$ cat src/rtl/screen_draw_scheduler_pkg.sv
// Shared widths and FSM state encoding for the screen draw scheduler
// and anything else that talks to the VGA adapter write port.
package screen_draw_scheduler_pkg;

    localparam int unsigned VGA_X_W  = 8;
    localparam int unsigned VGA_Y_W  = 7;
    localparam int unsigned COLOUR_W = 9;

    typedef enum logic [2:0] {
        S_IDLE    = 3'd0,
        S_GRANT   = 3'd1,
        S_RUN     = 3'd2,
        S_DRAIN   = 3'd3,
        S_RELEASE = 3'd4
    } state_t;

endpackage

$ cat src/rtl/screen_draw_scheduler_if.sv
// Engine-side request/pixel bus plus the VGA write-port outputs.
// The scheduler uses the slave modport; the environment drives master.
interface screen_draw_scheduler_if #(
    parameter int unsigned N = 4
);
    import screen_draw_scheduler_pkg::*;

    logic [N-1:0]          req;
    logic [N-1:0]          eng_valid;
    logic [N-1:0]          eng_done;
    logic [N*VGA_X_W-1:0]  eng_x;
    logic [N*VGA_Y_W-1:0]  eng_y;
    logic [N*COLOUR_W-1:0] eng_colour;
    logic [N-1:0]          eng_go;
    logic [N-1:0]          ack;
    logic                  err;
    logic                  busy;
    logic [VGA_X_W-1:0]    vga_x;
    logic [VGA_Y_W-1:0]    vga_y;
    logic [COLOUR_W-1:0]   vga_colour;
    logic                  plot;

    modport master (
        output req, eng_valid, eng_done, eng_x, eng_y, eng_colour,
        input  eng_go, ack, err, busy, vga_x, vga_y, vga_colour, plot
    );

    modport slave (
        input  req, eng_valid, eng_done, eng_x, eng_y, eng_colour,
        output eng_go, ack, err, busy, vga_x, vga_y, vga_colour, plot
    );

endinterface

$ cat src/rtl/screen_draw_scheduler_rr_arbiter.sv
// Combinational round-robin pick: search starts at last_grant+1 (mod N)
// and the first requester found wins.
module rr_arbiter #(
    parameter int unsigned N    = 4,
    parameter int unsigned ID_W = $clog2(N)
) (
    input  logic [N-1:0]    req,
    input  logic [ID_W-1:0] last_grant,
    output logic [ID_W-1:0] grant_id,
    output logic            any_req
);

    logic [ID_W-1:0] cand;

    // Scan from farthest to nearest so the nearest requester overwrites last.
    always_comb begin
        grant_id = '0;
        cand     = '0;
        any_req  = |req;
        for (int unsigned k = N; k > 0; k--) begin
            cand = ID_W'((32'(last_grant) + k) % N);
            if (req[cand]) begin
                grant_id = cand;
            end
        end
    end

endmodule

$ cat src/rtl/screen_draw_scheduler.sv
// Shares the VGA write port among N draw engines: round-robin grant,
// watchdog-bounded run, registered pixel mux, then ack/err and re-arbitrate.
module screen_draw_scheduler
    import screen_draw_scheduler_pkg::*;
#(
    parameter int unsigned N       = 4,
    parameter int unsigned TIMEOUT = 20000
) (
    input logic                    clk,
    input logic                    resetn,
    screen_draw_scheduler_if.slave bus
);

    localparam int unsigned ID_W = $clog2(N);
    localparam int unsigned WD_W = $clog2(TIMEOUT);

    state_t              state;
    state_t              state_next;
    logic [ID_W-1:0]     grant_id;
    logic [ID_W-1:0]     last_grant;
    logic [ID_W-1:0]     arb_id;
    logic                any_req;
    logic                abort;
    logic [WD_W-1:0]     wd;
    logic                timeout;
    logic [VGA_X_W-1:0]  sel_x;
    logic [VGA_Y_W-1:0]  sel_y;
    logic [COLOUR_W-1:0] sel_colour;
    logic                sel_valid;
    logic                sel_done;

    rr_arbiter #(
        .N    (N),
        .ID_W (ID_W)
    ) u_arb (
        .req        (bus.req),
        .last_grant (last_grant),
        .grant_id   (arb_id),
        .any_req    (any_req)
    );

    always_comb begin
        sel_x      = '0;
        sel_y      = '0;
        sel_colour = '0;
        sel_valid  = 1'b0;
        sel_done   = 1'b0;
        for (int unsigned i = 0; i < N; i++) begin
            if (grant_id == ID_W'(i)) begin
                sel_x      = bus.eng_x[i*VGA_X_W +: VGA_X_W];
                sel_y      = bus.eng_y[i*VGA_Y_W +: VGA_Y_W];
                sel_colour = bus.eng_colour[i*COLOUR_W +: COLOUR_W];
                sel_valid  = bus.eng_valid[i];
                sel_done   = bus.eng_done[i];
            end
        end
    end

    assign timeout = (wd == WD_W'(TIMEOUT - 1));

    always_ff @(posedge clk or negedge resetn) begin
        if (!resetn) begin
            state <= S_IDLE;
        end else begin
            state <= state_next;
        end
    end

    always_comb begin
        state_next = state;
        bus.eng_go = '0;
        bus.ack    = '0;
        bus.err    = 1'b0;
        bus.busy   = (state != S_IDLE);
        unique case (state)
            S_IDLE: begin
                if (any_req) begin
                    state_next = S_GRANT;
                end
            end
            S_GRANT: begin
                bus.eng_go[grant_id] = 1'b1;
                state_next           = S_RUN;
            end
            S_RUN: begin
                bus.eng_go[grant_id] = 1'b1;
                if (sel_done || timeout) begin
                    state_next = S_DRAIN;
                end
            end
            S_DRAIN: begin
                bus.eng_go[grant_id] = 1'b1;
                state_next           = S_RELEASE;
            end
            S_RELEASE: begin
                if (abort) begin
                    bus.err = 1'b1;
                end else begin
                    bus.ack[grant_id] = 1'b1;
                end
                state_next = S_IDLE;
            end
            default: state_next = S_IDLE;
        endcase
    end

    // Pixel registers hold their last value outside RUN; only plot is forced low.
    always_ff @(posedge clk or negedge resetn) begin
        if (!resetn) begin
            grant_id       <= '0;
            last_grant     <= ID_W'(N - 1);
            abort          <= 1'b0;
            wd             <= '0;
            bus.vga_x      <= '0;
            bus.vga_y      <= '0;
            bus.vga_colour <= '0;
            bus.plot       <= 1'b0;
        end else begin
            bus.plot <= 1'b0;
            unique case (state)
                S_IDLE: begin
                    if (any_req) begin
                        grant_id <= arb_id;
                    end
                end
                S_GRANT: begin
                    wd    <= '0;
                    abort <= 1'b0;
                end
                S_RUN: begin
                    bus.vga_x      <= sel_x;
                    bus.vga_y      <= sel_y;
                    bus.vga_colour <= sel_colour;
                    bus.plot       <= sel_valid & ~sel_done;
                    if (wd != '1) begin
                        wd <= wd + 1'b1;
                    end
                    if (timeout) begin
                        abort <= 1'b1;
                    end
                end
                S_RELEASE: begin
                    last_grant <= grant_id;
                end
                default: ;
            endcase
        end
    end

endmodule

$ cat src/flat_wrapper.sv
// flat-port wrapper written by rule: the top's interface ports become plain ports
module screen_draw_scheduler_flat import screen_draw_scheduler_pkg::*;
#(
    parameter int unsigned N       = 4,
    parameter int unsigned TIMEOUT = 20000
)
  (clk, resetn, bus_req, bus_eng_valid, bus_eng_done, bus_eng_x, bus_eng_y, bus_eng_colour, bus_eng_go, bus_ack, bus_err, bus_busy, bus_vga_x, bus_vga_y, bus_vga_colour, bus_plot);
  screen_draw_scheduler_if #(.N(N)) bus_i ();
  input logic clk;
  input logic resetn;
  input wire logic [$bits(bus_i.req)-1:0] bus_req;
  input wire logic [$bits(bus_i.eng_valid)-1:0] bus_eng_valid;
  input wire logic [$bits(bus_i.eng_done)-1:0] bus_eng_done;
  input wire logic [$bits(bus_i.eng_x)-1:0] bus_eng_x;
  input wire logic [$bits(bus_i.eng_y)-1:0] bus_eng_y;
  input wire logic [$bits(bus_i.eng_colour)-1:0] bus_eng_colour;
  output wire logic [$bits(bus_i.eng_go)-1:0] bus_eng_go;
  output wire logic [$bits(bus_i.ack)-1:0] bus_ack;
  output wire logic [$bits(bus_i.err)-1:0] bus_err;
  output wire logic [$bits(bus_i.busy)-1:0] bus_busy;
  output wire logic [$bits(bus_i.vga_x)-1:0] bus_vga_x;
  output wire logic [$bits(bus_i.vga_y)-1:0] bus_vga_y;
  output wire logic [$bits(bus_i.vga_colour)-1:0] bus_vga_colour;
  output wire logic [$bits(bus_i.plot)-1:0] bus_plot;
  assign bus_i.req = bus_req;
  assign bus_i.eng_valid = bus_eng_valid;
  assign bus_i.eng_done = bus_eng_done;
  assign bus_i.eng_x = bus_eng_x;
  assign bus_i.eng_y = bus_eng_y;
  assign bus_i.eng_colour = bus_eng_colour;
  assign bus_eng_go = bus_i.eng_go;
  assign bus_ack = bus_i.ack;
  assign bus_err = bus_i.err;
  assign bus_busy = bus_i.busy;
  assign bus_vga_x = bus_i.vga_x;
  assign bus_vga_y = bus_i.vga_y;
  assign bus_vga_colour = bus_i.vga_colour;
  assign bus_plot = bus_i.plot;
  screen_draw_scheduler #(.N(N), .TIMEOUT(TIMEOUT)) u_core (.clk(clk), .resetn(resetn), .bus(bus_i));
endmodule
$ cat config.mk
export PLATFORM = sky130hd
export DESIGN_NAME = screen_draw_scheduler_flat
export DESIGN_NICKNAME = d
export VERILOG_FILES = /design/src/rtl/screen_draw_scheduler_pkg.sv /design/src/rtl/screen_draw_scheduler_if.sv /design/src/rtl/screen_draw_scheduler_rr_arbiter.sv /design/src/rtl/screen_draw_scheduler.sv /design/src/flat_wrapper.sv
export SDC_FILE = /design/constraint.sdc
export NUM_CORES = 1
export LEC_CHECK = 0
export BUFFER_PORTS_ARGS = -buffer_cell sky130_fd_sc_hd__clkbuf_2
export CAP_MARGIN = 20
export CORE_MARGIN = 1.5
export CORE_UTILIZATION = 42
export DETAILED_ROUTE_END_ITERATION = 10
export GPL_ROUTABILITY_DRIVEN = 0
export PLACE_DENSITY = 0.81
export RECOVER_POWER = 25
export SYNTH_ARGS = -nofsm -noshare
export SYNTH_HDL_FRONTEND = slang
export SYNTH_SLANG_ARGS = --single-unit
export TNS_END_PERCENT = 5
$ cat constraint.sdc
create_clock -name clk -period 1.92 [get_ports clk]
set_clock_uncertainty 0.2 [all_clocks]
set_input_delay 0.384 -clock clk [delete_from_list [all_inputs] [get_ports clk]]
set_output_delay 0.384 -clock clk [all_outputs]
set_load 0.02 [all_outputs]
==> results.md <==
* Residual DRC count at 0
* Slew HR at 35.80%
* First DRT Iteration DRCs at approximately 200
* Kind of critical path: reg2out
* Via count at approximately 2900
* Slew at the pin closest to its max-slew limit at just under 1 ns
* Switching share of total power at 41.75%
* WL per Instance at between 15 and 20 um
* Most frequent cells in the layout: 134 x clkbuf_2, 88 x nand2_1, 42 x dfrtp_1, 26 x mux4_2, 20 x buf_4
* Unrepaired setup endpoints after global routing: yes
* Num rows at 30
* Fraction of registers with async set/reset at 100.0%
* Maxcap violations at 0
* Clk buf depth at 2
* Vias in the first global route at between 2000 and 3000
* Diode count at 0
* Final Hold Fails at 0
* Detailed-route vias per instance at approximately 5.5
* Fin crit period at around 2 ns
* Sequential share of the synthesized area at approximately 41%
* Chip Height at ~86 um
* Power Dens Cells at 1361 mW/mm^2
* Clock root buffer: clkbuf_8
* DPL Wire Length at approximately 6.2 mm
* Synth Cell Area at 0.002915 sq mm
* Worst EP arrival at 1.46 ns
* Post-place setup slack at ~0.011 ns
* Synth unique cells at 45
* Final total power at 5.473 mW
* P_int at around 3.2 mW
* CTS tree: built
* Final global-route overflow total at 0
* Mapped Nets at around 400
* Htree depth at 2
* Share of cells above drive strength 1 at 49.66%
* Period utilization at 106.6%
* Critical Path Fanout Max at 6
* Syn-to-layout area delta at 37.94%
* Fmax at approximately 490 MHz
* Clk_lat worst skew at 0.29 ns
* CP Launch Type: flip-flop
* Ys flop type: dfrtp_1
* Pin count of the biggest net entering global routing at 28
* Final net count at ~550
* Core box area at just under 0.007 sq mm
* CP Data Required Time at 1.34 ns
* Die ar. at 0.007450 sq mm
* Worst Reg2Reg Path Length in Cells at 4
* Number of synthesized flops with an enable pin at 0
* Reg power frac at between 30% and 40%
* Tightest Hold Check Type: in2reg
* Global-route wire length before repair at 12.91 mm
* Drt first pass iters at 4
* Avg Inst Size Synth at 9.950 sq um
* Slew Viols, Final at 0
* Peak supply drop at 0.5945 mV
* Combinational share of power at 55.2%
* Clk pwr share at roughly 14%
* Initial Util at between 40% and 50%
* Post-route ant nets at 0
* Count of buffers from port buffering at approximately 140
* Hold depth at 3
* Gr usage total at approximately 22%
* Worst-path clk slew at roughly 0.09 ns
* Setup Viol. Count Final at 9
* Ys Warns at 0
* Sw power at 2.285 mW
* Post-Route WL at 7.932 mm
* Die Width at between 80 and 90 um
* Failing checks: setup timing
* Crit. End Element: output pin
* Most common library cell in the layout ignoring fill and taps: clkbuf_2
* Setup ws final at -0.1274 ns
* Outcome: finished with violations
* I/O pin count at around 150
* Post-Syn Instances at approximately 300
* Initial antenna violation count at 0
* FF+latch count, synth at 48
* Design area at 0.004021 sq mm
* Dpl cell area at ~0.0038 sq mm
* Pleak at between 2 and 2.5 nW
* CTS buffer count at 5
* CTS sink cnt at between 40 and 50
* Final hold slack at about 0.20 ns
-- power by group through the flow --
stage	sequential [mW]	combinational, mW	clock, mW
after global placement	1.69	2.77	0
after floorplan	1.88	1.76	0
after detailed placement	1.71	2.87	0
after CTS	1.67	2.99	0.778
after global routing	1.74	3.31	0.817
final	1.69	3.02	0.762
-- stage by stage --
stage / util (%) / cells / setup TNS [ns]
floorplan: - / 293 / -0.01607
global placement: 56.04 / 512 / 0
detailed placement: 56.04 / 512 / 0
CTS: 58.80 / 523 / -0.8383
global route: 59.52 / 523 / -2.952
finish: 59.52 / 523 / -0.8258
-- state kept, by name, summed over array words and instances, names as in the netlist --
register	flops
u_core.abort	1
u_core.bus.vga_colour	9
u_core.last_grant	2
u_core.wd	15
u_core.grant_id	2
u_core.bus.plot	1
u_core.state	3
u_core.bus.vga_x	8
u_core.bus.vga_y	7
-- synth_stat cells, types with 4 or more instances --
library cell / count / area (sq um)
nand2_1: 90 / 337.8
dfrtp_1: 46 / 1151
mux4_2: 26 / 585.6
nor2_1: 14 / 52.55
clkbuf_1: 13 / 48.80
a21oi_1: 12 / 60.06
nand4_1: 11 / 68.82
buf_2: 5 / 25.02
o21ai_0: 5 / 25.02
or3_1: 5 / 31.28
and3_1: 4 / 25.02
nor3b_1: 4 / 30.03
o31ai_1: 4 / 30.03
-- worst paths after layout --
path / start / end / slack [ns]
worst max-delay path: u_core.state[1] / bus_busy / -0.13
worst min-delay path: bus_req[2] / u_core.grant_id[1] / 0.20
worst max register to register: u_core.state[1] / u_core.grant_id[0] / 0.03
worst min register to register: u_core.bus.vga_x[6] / u_core.bus.vga_x[6] / 0.28
max in group asynchronous: resetn / u_core.bus.vga_x[6] / 0.19
min in group asynchronous: resetn / u_core.wd[13] / 0.56
-- cell type report --
cell class                 count  area [sq um]
clock inverter                 2         38.79
sequential                    48          1209
fill                         583          2735
multi-input combinational    222          1680
inverter                       3         11.26
timing repair buffer         162         899.6
clock buffer                   6         82.58
tap                           80         100.1
-- per-layer routing --
| layer | global-route usage [%] | part of all wire (%) | up-vias |
|---|---|---|---|
| met2 | 39.94 | 53 | 129 |
| met5 | 0 | 0 | - |
| met3 | 3.524 | 7.3 | 8 |
| li1 | - | - | 1364 |
| met4 | 5.425 | 1.3 | 0 |
| met1 | 27.69 | 38 | 1361 |
-- critical path: stages (launching register included) --
cell and delay (ns):
dfrtp_2 0.44, buf_4 0.17, or3_4 0.39, buf_4 0.17
-- cell families after synthesis --
| group | synth area share, % |
|---|---|
| adder cells (fa/ha/maj) | 0.4291 |
| flip-flops | 41.29 |
| XOR/XNOR | 0.3005 |
| AND/OR/NAND/NOR | 25.97 |
| AO/OA/AOI/OAI | 6.954 |
| buffers and inverters | 3.176 |
| multiplexers | 21.89 |
-- timing repair --
item | in CTS | in global routing
hold endpoints to repair | 14 | 0
resized for setup | 15 | 18
setup endpoints to repair | 12 | 17
pin swaps | 2 | 3
setup buffers | 2 | 0
hold buffers | 1 | 0
cloned | 0 | 0
Note: power is estimated with default switching activity, not from simulation.
